**config.mk**
```make
export PLATFORM = sky130hd
export DESIGN_NAME = dsp_mac_sequencer
export DESIGN_NICKNAME = d
export VERILOG_FILES = /design/src/rtl/dsp_mac_sequencer.sv
export SDC_FILE = /design/constraint.sdc
export NUM_CORES = 1
export LEC_CHECK = 0
export CORE_MARGIN = 3
export CORE_UTILIZATION = 30
export CTS_CLUSTER_SIZE = 25
export DETAILED_ROUTE_END_ITERATION = 7
export PLACE_DENSITY = 0.65
export SETUP_SLACK_MARGIN = 0.3
export SYNTH_ARGS = -nofsm -noshare
export SYNTH_HDL_FRONTEND = slang
export SYNTH_SLANG_ARGS = --single-unit
```
**constraint.sdc**
```tcl
create_clock -name CLK -period 2.5 [get_ports CLK]
set_input_delay 0.5 -clock CLK [delete_from_list [all_inputs] [get_ports CLK]]
set_output_delay 0.5 -clock CLK [all_outputs]
set_load 0.01 [all_outputs]
```
**src/rtl/dsp_mac_sequencer.sv**
```systemverilog
// rtl/dsp_mac_sequencer.sv - operand sequencer driving one DSP48A1 multiply-accumulate slice
module dsp_mac_sequencer #(
    parameter int LEN_W = 8
) (
    input  logic              CLK,
    input  logic              RST,
    input  logic              start,
    input  logic [LEN_W-1:0]  len,
    input  logic              sub,
    output logic              busy,
    input  logic              in_valid,
    output logic              in_ready,
    input  logic [17:0]       in_a,
    input  logic [17:0]       in_b,
    output logic [17:0]       dsp_a,
    output logic [17:0]       dsp_b,
    output logic [7:0]        dsp_opmode,
    input  logic [47:0]       dsp_p,
    output logic [47:0]       result,
    output logic              result_valid
);

    localparam logic [7:0]       OPM_FIRST = 8'h01;
    localparam logic [7:0]       OPM_NEXT  = 8'h09;
    localparam logic [7:0]       OPM_HOLD  = 8'h08;
    localparam logic [LEN_W-1:0] CNT_ONE   = LEN_W'(1);
    localparam logic [1:0]       DRAIN_CYC = 2'd2;

    typedef enum logic [1:0] {
        S_IDLE  = 2'd0,
        S_ACCUM = 2'd1,
        S_DRAIN = 2'd2
    } state_t;

    state_t            r_state;
    logic [LEN_W-1:0]  r_cnt;
    logic [LEN_W-1:0]  r_len_q;
    logic              r_sub_q;
    logic [1:0]        r_drain;
    logic              r_busy;
    logic [47:0]       r_result;
    logic              r_result_valid;
    logic [7:0]        r_opmode;

    logic              w_in_ready;
    logic              w_xfer;
    logic              w_first;
    logic              w_last;

    // Operands go straight to the DSP A/B pins; its A1/B1 registers do the capture.
    assign dsp_a = in_a;
    assign dsp_b = in_b;

    assign w_in_ready = (r_state == S_ACCUM) && (r_cnt < r_len_q);
    assign w_xfer     = in_valid && w_in_ready;
    assign w_first    = (r_cnt == '0);
    assign w_last     = (r_cnt == (r_len_q - CNT_ONE));

    always_ff @(posedge CLK) begin
        if (RST) begin
            r_state        <= S_IDLE;
            r_cnt          <= '0;
            r_len_q        <= '0;
            r_sub_q        <= 1'b0;
            r_drain        <= 2'd0;
            r_busy         <= 1'b0;
            r_result       <= 48'd0;
            r_result_valid <= 1'b0;
            r_opmode       <= OPM_HOLD;
        end else begin
            r_result_valid <= 1'b0;
            r_opmode       <= OPM_HOLD;
            case (r_state)
                S_IDLE: begin
                    if (start) begin
                        if (len != '0) begin
                            r_len_q <= len;
                            r_sub_q <= sub;
                            r_cnt   <= '0;
                            r_busy  <= 1'b1;
                            r_state <= S_ACCUM;
                        end else begin
                            r_result       <= 48'd0;
                            r_result_valid <= 1'b1;
                        end
                    end
                end
                S_ACCUM: begin
                    if (w_xfer) begin
                        // First term uses Z=0 so a previous job's P never leaks in.
                        r_opmode <= {r_sub_q, 7'b0} | (w_first ? OPM_FIRST : OPM_NEXT);
                        r_cnt    <= r_cnt + CNT_ONE;
                        if (w_last) begin
                            r_drain <= DRAIN_CYC;
                            r_state <= S_DRAIN;
                        end
                    end
                end
                S_DRAIN: begin
                    // Covers the DSP M and P register stages after the last term.
                    if (r_drain == 2'd0) begin
                        r_result       <= dsp_p;
                        r_result_valid <= 1'b1;
                        r_busy         <= 1'b0;
                        r_state        <= S_IDLE;
                    end else begin
                        r_drain <= r_drain - 2'd1;
                    end
                end
                default: begin
                    r_state <= S_IDLE;
                end
            endcase
        end
    end

    assign busy         = r_busy;
    assign in_ready     = w_in_ready;
    assign dsp_opmode   = r_opmode;
    assign result       = r_result;
    assign result_valid = r_result_valid;

endmodule
```
==> results of run 1 <==
-- sequential cells by signal (all words and copies together), names as in the netlist --
name,flops
r_drain,2
result_valid,1
dsp_opmode,3
r_cnt,8
r_len_q,8
busy,1
result,48
r_sub_q,1
r_state,2
-- power by group through the flow --
stage          clock network [mW]  logic (mW)  registers [mW]
2_1_floorplan                   0       0.191            1.23
3_3_place_gp                    0       0.286            1.23
3_5_place_dp                    0       0.290            1.23
4_1_cts                      1.42       0.303            1.21
5_1_grt                      1.47       0.359            1.21
6_report                     1.38       0.329            1.21
-- kinds of logic (layout without fill, tap and decap cells) --
kind of cell / after synthesis / after routing / share of synthesized area
adders and majority gates: 12 / 12 / 0.0435
muxes: 9 / 9 / 0.0261
DFF: 74 / 74 / 0.430
AOI/OAI and AO/OA: 75 / 75 / 0.163
and+or+nand+nor: 121 / 121 / 0.160
other: 1 / 5 / 0.00109
xor gates and xnor gates: 13 / 13 / 0.0330
buffers and inverters: 82 / 180 / 0.143
-- per-stage QoR --
stage	cells	setup TNS [ns]	util	hold slack, ns	power, mW
detailed placement	607	-2.73	0.415	0.476	1.52
floorplan	391	0	-	0.452	1.43
finish	629	0	0.470	0.487	2.92
global route	629	0	0.470	0.498	3.04
CTS	626	0	0.457	0.485	2.94
global placement	607	-1.51	0.415	0.468	1.52
-- metal layers --
layer | routed length, um | up-vias | GRT usage
li1 | - | 1490 | -
met1 | 3930 | 1435 | 0.169
met2 | 4560 | 115 | 0.232
met3 | 974 | 39 | 0.0695
met4 | 286 | 0 | 0.0705
met5 | 0 | - | 0
-- worst register-to-register path, delay by kind of cell (launching register included) --
| kind | cells | cell delay [ns] |
|---|---|---|
| DFF | 1 | 0.33 |
| and+or+nand+nor | 2 | 0.40 |
| AOI/OAI and AO/OA | 5 | 0.92 |
| adders and majority gates | 1 | 0.23 |
| buffers and inverters | 2 | 0.24 |
-- what timing repair did --
item                                    4_1_cts  5_1_grt
buffers inserted                              3        2
endpoints found under the setup margin       51       55
gates cloned                                  0        1
hold endpoints to repair                      0        0
gates resized for setup                      38       26
pin swaps                                    13       17
-- final timing paths --
kind,end,depth (start not counted)
worst max-delay path,in_ready,7
worst min-delay path,r_cnt[0],1
worst max register to register,r_cnt[5],10
worst min register to register,r_cnt[0],1
-- cell usage in the layout, fill, tap and decap left out, types with 2 or more instances in the layout --
master and count:
dfxtp_1 61, xor2_1 4, dlygate4sd2_1 3, ha_2 2, o21ai_0 6, nor2_4 2, buf_2 2, nand4_1 6
mux2i_1 9, clkdlybuf4s50_1 106, xnor2_1 8, or3_1 2, a22oi_1 47, buf_12 2, clkbuf_16 10, ha_1 4
nand3_1 7, inv_1 11, inv_2 7, or4_4 2, nand2_1 12, ha_4 6, conb_1 5, nor2_1 74
nor3_4 2, a21oi_1 3, bufinv_16 2, buf_4 28, nor3_1 2, dfxtp_2 13, dlymetal6s2s_1 3
-- final cells by class --
cell class                 instances  area [um2]  area share
clock buffer                      10         229      0.0441
timing repair buffer             146        1420       0.274
clock inverter                     6        90.1      0.0174
sequential                        74        1500       0.289
inverter                          18        67.6      0.0130
tap                              140         175      0.0338
multi-input combinational        235        1710       0.329
==> out/metrics.yaml, run 1 <==
sta:
  setup_viol: 0
  finalWorstSetupSlack_ns: 0.250
  rsz0062_at_grt: "yes"
  drv_slew: 0
  fmax_mhz: 444
  max_slew.worst_pin.slew_ns: 0.653
  maxSlewHeadroom: 0.565
  finalCritPeriodShare: 0.900
  layout_min_cycle_time_ns: 2.25
  finalClockSkew_ns: 0.00752
  hold_violations: 0
power_and_ir_drop:
  pwr-share-clk: 0.473
  combinationalPowerShare: 0.113
  vdd_ir_drop_max_mv: 0.350
  power.leakage_nw: 1.97
  powerDensity_nw_per_um2: 563
  switching_share: 0.228
  p_seq_frac: 0.415
  internal_power_mw: 2.26
  switchingPower_uw: 665
placed_design:
  gp_congestion: 0.807
  pre_cts_ws_ns: -0.104
  dpl_cell_area_um2: 4580
  portBuffers: 114
  hpwl_mm: 6.60
setup_path:
  cp.required_ns: 2.00
  path_cells: "inv_2 -> ha_4 -> and4_1 -> o21ai_2 -> a31oi_2 -> nor2_1 -> buf_2"
  path_class: "register to primary output"
  cp-end-kind: "primary output"
  critPathBufInv: 2
  critical_path_peak_fanout: 3
  cp_top_family: "flip-flops"
  cp_slowest_cell: "dfxtp_2"
  rrSetupSlack_ns: 0.28
  critical-path-max-stage-delay_ns: 0.35
  cp.arrival_ns: 1.75
  reg2reg_from: "r_len_q[4]"
  start_kind: "register"
  startpoint: "r_len_q[5]"
synthesis:
  synth_edf_count: 0
  ys.warnings.count: 0
  yosysTopAreaCellShare: 0.430
  async_reset_ff_frac: 0
  yosysMostFrequentCell: "nor2_1"
  ys_top_cells_by_count: "77 x nor2_1, 74 x dfxtp_1, 48 x a22oi_1"
  syn_inst: 387
  synth-main-ff-cell: "dfxtp_1"
  avgSynthCellArea_um2: 8.91
  synth.area.top_cells: "dfxtp_1 43%, a22oi_1 10%, buf_4 8.9%, nor2_1 8.4%, ha_1 4.4%"
  ys_types: 47
  yosys.area.top_type: "dfxtp_1"
  synth_area_um2: 3450
  ys_ff_latch: 74
  ys_seq_area_frac: 0.430
cells_and_area:
  nets: 593
  drive_gt1_frac: 0.209
  area_growth_syn_to_layout_pct: 50.5
  fin_area_um2: 5190
  fillers: 1057
  diodes: 0
floorplan:
  die_w_um: 113
  die_h_um: 113
  start_util: 0.313
  ioPinCount: 192
  rows: 38
  core_um2: 11000
  die_area_um2: 12800
clock_network:
  cts_buffers: 9
  cts_tree: "done"
  path_clk_slew_ns: 0.06
  htreeDepth: 3
  holdBufCountCts: 0
  cts_sinks: 74
  insertion_delay_ns: 0.33
  clk_path_buf_depth: 2
  root_buffer: "clkbuf_16"
grt:
  grt_start_max_net_pins: 44
  grt_first_pass_wirelength_mm: 15.3
  grt_use_total: 0.147
  antenna_found_initial: 0
  grt_pass1_vias: 3216
  grt-ovfl-total: 0
routing:
  viasPerCell: 4.90
  avgRoutedWirePerCell_um: 15.5
  drcViolationCount: 0
  vias: 3079
  routed_wl_mm: 9.75
  ant_nets: 0
  drt_iter0_drc: 151
  dr.pass1.iters: 4
outcome:
  outcome: "finished clean"
hold_path:
  hold_path_startpoint: "r_cnt[0]"
  hold_path.class: "register to register"
job:
  maxCapViolations: 0
Power figures use the tool's default switching activity.
==> run 2, diff against run 1 <==
==> constraint.sdc (replaced) <==
create_clock -name CLK -period 2.5 [get_ports CLK]
set_input_delay 0.25 -clock CLK [delete_from_list [all_inputs] [get_ports CLK]]
set_output_delay 0.25 -clock CLK [all_outputs]
set_load 0.01 [all_outputs]
==> run 2 against run 1 <==
Sequential power about the same. Worst hold slack worse by 0.080 ns. Final area down 2.5%. Worst setup slack better by 0.051 ns. Global-route usage rose by 0.31 points. Register-to-register slack gained 0.03 ns. Flip-flop and latch count unchanged. Critical path depth up 1. Utilization fell by 1.2 points. Largest cell class unchanged.
==> out/metrics.yaml, run 2 (synthesis gave the netlist of run 1 again) <==
floorplan:
  rows: 38  # unchanged
  start_util: 0.313  # unchanged
  die_w_um: 113  # unchanged
  ioPinCount: 192  # unchanged
  core_um2: 11000  # unchanged
  die_h_um: 113  # unchanged
  die_area_um2: 12800  # unchanged
sta:
  setup_viol: 0  # unchanged
  maxSlewHeadroom: 0.568  # +0.00336
  drv_slew: 0  # unchanged
  finalClockSkew_ns: 0.00555  # -0.00197 ns
  finalCritPeriodShare: 0.880  # -0.0205
  layout_min_cycle_time_ns: 2.20  # -0.0512 ns
  max_slew.worst_pin.slew_ns: 0.643  # -0.00998 ns
  hold_violations: 0  # unchanged
  rsz0062_at_grt: "yes"
  holdWs_ns: 0.407  # -0.0802 ns
  fmax_mhz: 455  # +2.3%
  setup_tns_ns: 0  # unchanged
cells_and_area:
  nets: 585  # -1.3%
  diodes: 0  # unchanged
  final_util: 0.458  # -0.0119
  layout_common_cells: "112 x clkdlybuf4s50_1, 75 x nor2_1, 64 x dfxtp_1"
  largest_register_ffs: 48  # unchanged
  final_common_cell: "clkdlybuf4s50_1"
  area_growth_syn_to_layout_pct: 46.7
  drive_gt1_frac: 0.175  # -0.0340
  fillers: 1067  # +0.95%
setup_path:
  cp.required_ns: 2.25  # +0.25 ns
  cp_top_family: "compound AO/OA/AOI/OAI gates"
  critical-path-max-stage-delay_ns: 0.36  # about the same
  cp.arrival_ns: 1.95  # +0.20 ns
  start_kind: "register"
  cp_slowest_cell: "dfxtp_1"
  path_cells: "inv_2 -> ha_4 -> and4_1 -> o21ai_2 -> a31oi_4 -> buf_6 -> nor2_1 -> buf_2"
  critPathBufInv: 3  # +1
  critical_path_peak_fanout: 3  # unchanged
  path_class: "register to primary output"
  cp-end-kind: "primary output"
routing:
  avgRoutedWirePerCell_um: 15.4  # -0.87%
  drcViolationCount: 0  # unchanged
  dr.pass1.iters: 4  # unchanged
  routed_wl_mm: 9.54  # -2.1%
  vias: 3055  # -0.78%
  drt_iter0_drc: 146  # -3.3%
  viasPerCell: 4.92  # +0.50%
  ant_nets: 0  # unchanged
clock_network:
  insertion_delay_ns: 0.34  # about the same
  root_buffer: "clkbuf_16"
  clk_path_buf_depth: 2  # unchanged
  holdBufCountCts: 0  # unchanged
  htreeDepth: 3  # unchanged
  cts_sinks: 74  # unchanged
  path_clk_slew_ns: 0.06  # about the same
  cts_tree: "done"
  cts_buffers: 9  # unchanged
outcome:
  outcome: "finished clean"
power_and_ir_drop:
  power.leakage_nw: 1.88  # -4.7%
  vdd_ir_drop_max_mv: 0.406  # +16%
  powerDensity_nw_per_um2: 562  # about the same
placed_design:
  hpwl_mm: 6.65  # +0.77%
  gp_congestion: 0.865  # +7.2%
  portBuffers: 114  # unchanged
grt:
  grt_use_total: 0.150  # +0.00307
  grt_start_max_net_pins: 50  # +14%
  antenna_found_initial: 0  # unchanged
  grt_first_pass_wirelength_mm: 15.4  # +0.31%
  grt-ovfl-total: 0  # unchanged
  grt_pass1_vias: 3183  # -1.0%
hold_path:
  hold_path.class: "input port to register"
job:
  maxCapViolations: 0  # unchanged
[run 2: changes by cell type in the layout (fill, tap and decap cells not counted), moves of 3 or more]
| cell | previous run | this run |
|---|---|---|
| dfxtp_2 | 13 | 8 |
| dlygate4sd2_1 | 3 | 0 |
| buf_4 | 28 | 21 |
| clkdlybuf4s50_1 | 106 | 112 |
| dlymetal6s2s_1 | 3 | 0 |
| dfxtp_1 | 61 | 64 |
[run 2: power by group]
part	switching, mW	internal (mW)	total, mW
registers	0.0130	1.19	1.21
logic	0.149	0.180	0.330
clock network	0.529	0.779	1.31
total	0.691	2.15	2.84
[run 2: path summary, 6_finish.rpt]
check	start	endpoint	slack (ns)	depth (start not counted)
min	RST	r_sub_q	0.41	2
max	r_len_q[4]	in_ready	0.30	8
max reg2reg	r_cnt[5]	r_cnt[5]	0.31	7
min reg2reg	r_cnt[0]	r_cnt[0]	0.47	1
[run 2: what timing repair did]
item,CTS,global route
endpoints found under the setup margin,12,28
buffers inserted,5,3
hold endpoints to repair,0,0
gates resized for setup,21,27
pin swaps,9,10
[run 2: layer usage]
| metal | GRT usage | routed length (um) | vias up |
|---|---|---|---|
| met2 | 0.234 | 4410 | 115 |
| met1 | 0.168 | 3890 | 1429 |
| met3 | 0.0722 | 913 | 41 |
| met4 | 0.0865 | 326 | 0 |
| met5 | 0 | 0 | - |
| li1 | - | - | 1470 |
[run 2: per-stage QoR]
stage	instance area [um2]	worst slack, ns	power, mW	cells
3_3_place_gp	4500	0.0932	1.51	597
6_report	5060	0.301	2.84	621
2_1_floorplan	3460	0.323	1.43	391
4_1_cts	4910	0.296	2.85	618
3_5_place_dp	4500	0.0563	1.51	597
5_1_grt	5060	0.224	2.96	621
[run 2: final cells by class]
class	instances	area, um2	share of cell area
clock buffer	9	225	0.0445
sequential	74	1500	0.296
inverter	18	67.6	0.0134
clock inverter	7	78.8	0.0156
multi-input combinational	235	1670	0.331
tap	140	175	0.0346
timing repair buffer	138	1340	0.265
